--- src/rtl/alu_seq_pkg.sv ---
// +-----------------------------------------------------------------------------
// | Module   : alu_seq_pkg
// | Brief    : Opcodes, FSM state type and opcode helpers shared by the
// |            multibyte ALU sequencer.
// | Revision : 1.0 - initial release
// +-----------------------------------------------------------------------------
`default_nettype none

package alu_seq_pkg;

  localparam logic [3:0] OP_AND = 4'b0000;
  localparam logic [3:0] OP_OR  = 4'b0001;
  localparam logic [3:0] OP_ADD = 4'b0010;
  localparam logic [3:0] OP_SUB = 4'b0110;
  localparam logic [3:0] OP_NOR = 4'b1100;

  typedef enum logic [1:0] {
    IDLE  = 2'd0,
    ISSUE = 2'd1,
    DONE  = 2'd2
  } state_t;

  function automatic logic is_arith(input logic [3:0] op);
    return (op == OP_ADD) || (op == OP_SUB);
  endfunction

  function automatic logic is_supported(input logic [3:0] op);
    return (op == OP_AND) || (op == OP_OR) || (op == OP_ADD) ||
           (op == OP_SUB) || (op == OP_NOR);
  endfunction

endpackage

`default_nettype wire

--- src/rtl/alu_multibyte_sequencer.sv ---
// +-----------------------------------------------------------------------------
// | Module   : alu_multibyte_sequencer
// | Brief    : Runs one NUM_BYTES-wide operation through an external 8-bit ALU,
// |            LSB first, chaining CarryOut into CarryIn. Optional result flags
// |            are enabled by defining ALU_SEQ_FLAGS_EN.
// | Revision : 1.0 - initial release
// +-----------------------------------------------------------------------------
`default_nettype none

module alu_multibyte_sequencer
  import alu_seq_pkg::*;
#(
  parameter int NUM_BYTES = 4
) (
  input  logic                   clk,
  input  logic                   rst_n,
  input  logic                   req_valid,
  output logic                   req_ready,
  input  logic [3:0]             req_op,
  input  logic [8*NUM_BYTES-1:0] req_a,
  input  logic [8*NUM_BYTES-1:0] req_b,
  output logic                   rsp_valid,
  input  logic                   rsp_ready,
  output logic [8*NUM_BYTES-1:0] rsp_result,
  output logic                   rsp_carry,
  output logic                   rsp_error,
`ifdef ALU_SEQ_FLAGS_EN
  output logic                   rsp_zero,
  output logic                   rsp_overflow,
`endif
  output logic [7:0]             alu_a,
  output logic [7:0]             alu_b,
  output logic                   alu_carry_in,
  output logic [3:0]             alu_control,
  input  logic                   alu_carry_out,
  input  logic [7:0]             alu_result
);

  localparam int               c_W     = 8 * NUM_BYTES;
  localparam int               c_IDX_W = 3;
  localparam logic [c_IDX_W-1:0] c_LAST = c_IDX_W'(NUM_BYTES - 1);

  state_t               r_state;
  state_t               w_next;
  logic [3:0]           r_op;
  logic [c_W-1:0]       r_a;
  logic [c_W-1:0]       r_b;
  logic [c_IDX_W-1:0]   r_idx;
  logic [c_W-1:0]       r_result;
  logic                 r_carry;
  logic                 r_error;
  logic                 w_arith;
  logic                 w_last;

  assign w_arith = is_arith(r_op);
  assign w_last  = (r_idx == c_LAST);

  always_ff @(posedge clk or negedge rst_n) begin
    if (!rst_n) r_state <= IDLE;
    else        r_state <= w_next;
  end

  always_comb begin
    w_next = r_state;
    case (r_state)
      IDLE:    if (req_valid) w_next = is_supported(req_op) ? ISSUE : DONE;
      ISSUE:   if (w_last) w_next = DONE;
      DONE:    if (rsp_ready) w_next = IDLE;
      default: w_next = IDLE;
    endcase
  end

  // Non-arithmetic ops never let the ALU carry leak into the chain or response.
  always_ff @(posedge clk or negedge rst_n) begin
    if (!rst_n) begin
      r_op     <= '0;
      r_a      <= '0;
      r_b      <= '0;
      r_idx    <= '0;
      r_result <= '0;
      r_carry  <= 1'b0;
      r_error  <= 1'b0;
    end else begin
      case (r_state)
        IDLE: if (req_valid) begin
          r_idx    <= '0;
          r_result <= '0;
          r_carry  <= 1'b0;
          r_error  <= !is_supported(req_op);
          if (is_supported(req_op)) begin
            r_op <= req_op;
            r_a  <= req_a;
            r_b  <= req_b;
          end
        end
        ISSUE: begin
          r_result[{r_idx, 3'b000} +: 8] <= alu_result;
          r_carry                        <= w_arith & alu_carry_out;
          r_idx                          <= r_idx + 1'b1;
        end
        default: ;
      endcase
    end
  end

  always_comb begin
    alu_a        = 8'h00;
    alu_b        = 8'h00;
    alu_control  = 4'h0;
    alu_carry_in = 1'b0;
    if (r_state == ISSUE) begin
      alu_a        = r_a[{r_idx, 3'b000} +: 8];
      alu_b        = r_b[{r_idx, 3'b000} +: 8];
      alu_control  = r_op;
      alu_carry_in = w_arith & ((r_idx == '0) ? (r_op == OP_SUB) : r_carry);
    end
  end

  assign req_ready  = (r_state == IDLE) & rst_n;
  assign rsp_valid  = (r_state == DONE);
  assign rsp_result = r_result;
  assign rsp_carry  = r_carry;
  assign rsp_error  = r_error;

`ifdef ALU_SEQ_FLAGS_EN
  logic r_ovf;
  logic w_ovf;

  // Sign bits come from the top byte, which is on the ALU during the last issue.
  always_comb begin
    w_ovf = 1'b0;
    if (r_op == OP_ADD)
      w_ovf = (r_a[c_W-1] == r_b[c_W-1]) && (alu_result[7] != r_a[c_W-1]);
    else if (r_op == OP_SUB)
      w_ovf = (r_a[c_W-1] != r_b[c_W-1]) && (alu_result[7] != r_a[c_W-1]);
  end

  always_ff @(posedge clk or negedge rst_n) begin
    if (!rst_n)                          r_ovf <= 1'b0;
    else if (r_state == IDLE && req_valid) r_ovf <= 1'b0;
    else if (r_state == ISSUE && w_last)   r_ovf <= w_ovf;
  end

  assign rsp_zero     = (r_result == '0);
  assign rsp_overflow = r_ovf;
`endif

endmodule

`default_nettype wire
--- config.mk ---
export PLATFORM = sky130hd
export DESIGN_NAME = alu_multibyte_sequencer
export DESIGN_NICKNAME = d
export VERILOG_FILES = /design/src/rtl/alu_seq_pkg.sv /design/src/rtl/alu_multibyte_sequencer.sv
export SDC_FILE = /design/constraint.sdc
export NUM_CORES = 1
export LEC_CHECK = 0
export CAP_MARGIN = 20
export CORE_ASPECT_RATIO = 2
export CORE_MARGIN = 2
export CORE_UTILIZATION = 40
export CTS_CLUSTER_SIZE = 14
export DETAILED_ROUTE_END_ITERATION = 16
export PLACE_DENSITY = 0.69
export SYNTH_ARGS = -nofsm -noshare
export SYNTH_HDL_FRONTEND = slang
export SYNTH_SLANG_ARGS = --single-unit
--- constraint.sdc ---
create_clock -name clk -period 6.5 [get_ports clk]
set_clock_uncertainty 0.05 [all_clocks]
set_input_delay 1.3 -clock clk [delete_from_list [all_inputs] [get_ports clk]]
set_output_delay 1.3 -clock clk [all_outputs]
set_load 0.02 [all_outputs]
==> key figures <==
Timing
  – RSZ-0062 raised after global routing: false
  – Setup TNS: 0 ns
  – Final Hold Viols: 0
  – Max_slew headroom: 0.313
  – Period minus WS final: 4.28 ns
  – Tcrit/Tclk final: 0.659
  – Pins over their slew limit: 0
  – Achievable clock frequency: 233 MHz
  – Slew @ Worst Pin: 1.03 ns
  – Final setup violation count: 0
  – Final WS setup: 2.22 ns

Yosys
  – Post-Synth Adder-Cell Area: 0.0101
  – Post-synth EDFFs: 0
  – Mux cell area share after synthesis: 0.308
  – Xor-xnor portion of the synthesized cell area: 0
  – Largest cells by area after synthesis: dfrtp_1 (54%), mux2_2 (11%), mux4_2 (7.3%)
  – Most numerous cell in the Yosys netlist: dfrtp_1
  – Mapped Area: 4930 µm²
  – Yosys top cell by area: dfrtp_1
  – Sequential share of the synthesized area: 0.543
  – Simple-Gate Fraction of Synth Area: 0.0771
  – Yosys top cell area share: 0.543
  – Syn nets: 435
  – FF+latch count, synth: 107
  – Mapped Cells: 350
  – Synth async-reset ratio: 1.00
  – Synth Flop Type: dfrtp_1
  – Syn. warnings: 0
  – Synthesized area per cell: 14.1 µm²
  – Count of cell types in the netlist: 36
  – Main combinational cell family by area after synthesis: multiplexers
  – Most instantiated cells after synthesis: dfrtp_1 (107), mux2_2 (49), nand2_1 (36), mux2i_1 (32), mux2_4 (19)
  – Post-synthesis compound-gate area fraction: 0.0271

Floorplanning
  – FP Rows: 57
  – Die Wd: 82.5 µm
  – Die height: 161 µm
  – Core Box Area: 12,100 µm²
  – Area of the die: 13,300 µm²
  – Initial Utilization: 0.407
  – Ports: 138

Critical path
  – Startpoint types: flip-flop
  – Crit path DAT: 2.93 ns
  – Endpoint type of the worst setup path: output pin
  – Data required, critical path: 5.15 ns
  – CP Max Fanout: 21
  – Crit path kind: flip-flop to output pin

CTS
  – Post-CTS Repair Setup Buffers: 0
  – CTS Buffer Depth: 2
  – Clk sink count: 107
  – H-tree depth: 3
  – Worst-skew pair later-pin latency: 0.34 ns
  – Clock root buffer: clkbuf_16
  – CTS tree: done
  – PostCTS Resize Cnt: 0
  – CTS Buf Count: 9
  – Cts-stage hold buffer count: 0
  – Clk pin slew, worst setup/hold paths: 0.07 ns

Finish
  – Area Growth Syn to Fin: 36.3%
  – Share of post-route cells with drive strength above 1: 0.227
  – Nets: 565
  – Core Util, Final: 0.554
  – Ant diodes: 0

Drt
  – Vias/cell: 5.23
  – Number of remaining DRC errors: 0
  – Wire per inst: 19.0 µm
  – Vias post-DR: 3,306
  – Drt initial violations: 119
  – Antenna viol nets, final: 0
  – Final wirelength: 12,000 µm
  – 1st-pass router iterations: 4

Global routing
  – Number of global-route vias before repair: 3,744
  – Gr ovfl total: 0
  – First-pass GRT wire length: 19,400 µm
  – Initial antenna violation count: 0
  – Largest net degree at the start of global routing: 69
  – GRT Total Usage: 0.194

Placed design
  – Pre-CTS WS: 2.40 ns
  – Port-buffer cells: 137
  – HPWL Detailed: 8560 µm
  – Gpl congestion: 0.799

Job
  – Max Cap Viol: 0

Hold path
  – Hold Crit Class: flip-flop to flip-flop

Power
  – Pwr Density: 427 nW/µm²
  – Peak supply drop: 0.000206 V
  – Leak: 3.09 nW

Outcome
  – Outcome: complete, no violations
-- cell families after synthesis --
group	Yosys count
adder cells (fa/ha/maj)	4
AND/OR/NAND/NOR	72
flip-flops	107
AO/OA/AOI/OAI	17
multiplexers	116
buffers and inverters	34
-- cells in the final DEF, fill, tap and decap left out, drive strengths merged --
master         Yosys  routed
a21o               1       1
a22o               1       1
a22oi              1       1
a31oi              1       1
a32o               1       1
and2               4       4
and3              17      17
and3b              1       1
and4bb             1       1
buf               13       4
bufinv             0       2
clkbuf             8       9
clkdlybuf4s50      0     136
clkinv             0       2
dfrtp            107     107
ha                 4       4
inv               13      16
mux2              68      68
mux2i             32      32
mux4              16      16
nand2             36      36
nand2b             2       2
nand3              1       1
nand3b             1       1
nand4              1       1
nor2               2       2
nor2b              2       2
nor3b              2       2
nor4               1       1
o2111a             1       1
o21ai              8       8
o21bai             1       1
o311ai             1       1
o31a               1       1
or3b               1       1
-- final timing paths --
path / start / endpoint / slack (ns) / cells after the start
setup / recovery: r_idx[1]$_DFFE_PN0P_ / alu_carry_in / 2.22 / 6
hold / removal: r_b[23]$_DFFE_PN0P_ / r_b[23]$_DFFE_PN0P_ / 0.45 / 1
setup reg to reg: r_idx[1]$_DFFE_PN0P_ / rsp_result[21]$_DFFE_PN0P_ / 3.62 / 6
hold reg to reg: r_b[23]$_DFFE_PN0P_ / r_b[23]$_DFFE_PN0P_ / 0.45 / 1
max in group asynchronous: rst_n / r_a[8]$_DFFE_PN0P_ / 4.25 / 2
min in group asynchronous: rst_n / rsp_result[22]$_DFFE_PN0P_ / 0.91 / 1
-- layout make-up --
type | count | area, µm²
inverter | 13 | 48.8
tap | 147 | 184
sequential | 107 | 2680
clock inverter | 7 | 109
timing repair buffer | 140 | 1390
fill | 1021 | 5400
multi-input combinational | 209 | 2080
clock buffer | 9 | 225
-- metal layers --
metal | vias up | share of wire | global-route usage
met4 | 0 | 0.017 | 0.0589
li1 | 1502 | - | -
met1 | 1692 | 0.36 | 0.213
met5 | - | 0 | 0
met2 | 99 | 0.58 | 0.356
met3 | 13 | 0.052 | 0.0458
-- stage by stage --
stage	power, mW	cell area [µm²]	std cells	hold WS (ns)
final	2.87	6720	632	0.452
after global routing	3.04	6720	632	0.465
after CTS	2.91	6720	632	0.455
after detailed placement	2.30	6390	616	0.438
after global placement	2.25	6390	616	0.415
after floorplan	1.85	4930	350	0.422
-- state kept, by name, summed over array words and instances (netlist names) --
name	count
r_b	32
rsp_error	1
r_op	4
r_state	2
r_a	32
rsp_carry	1
rsp_result	32
r_idx	3
-- worst max-delay path, cell delays in order, from the launching register on --
cell,delay (ns)
dfrtp_1,1.02
inv_1,0.11
ha_1,0.23
ha_1,0.22
mux2_2,0.27
and3_1,0.18
clkdlybuf4s50_1,0.55
-- power breakdown --
group,internal (mW),total (mW),switching (mW)
Clock,0.346,0.600,0.254
Combinational,0.668,1.16,0.492
Sequential,0.937,1.11,0.175
No activity file was read; power rests on OpenSTA's default activity.
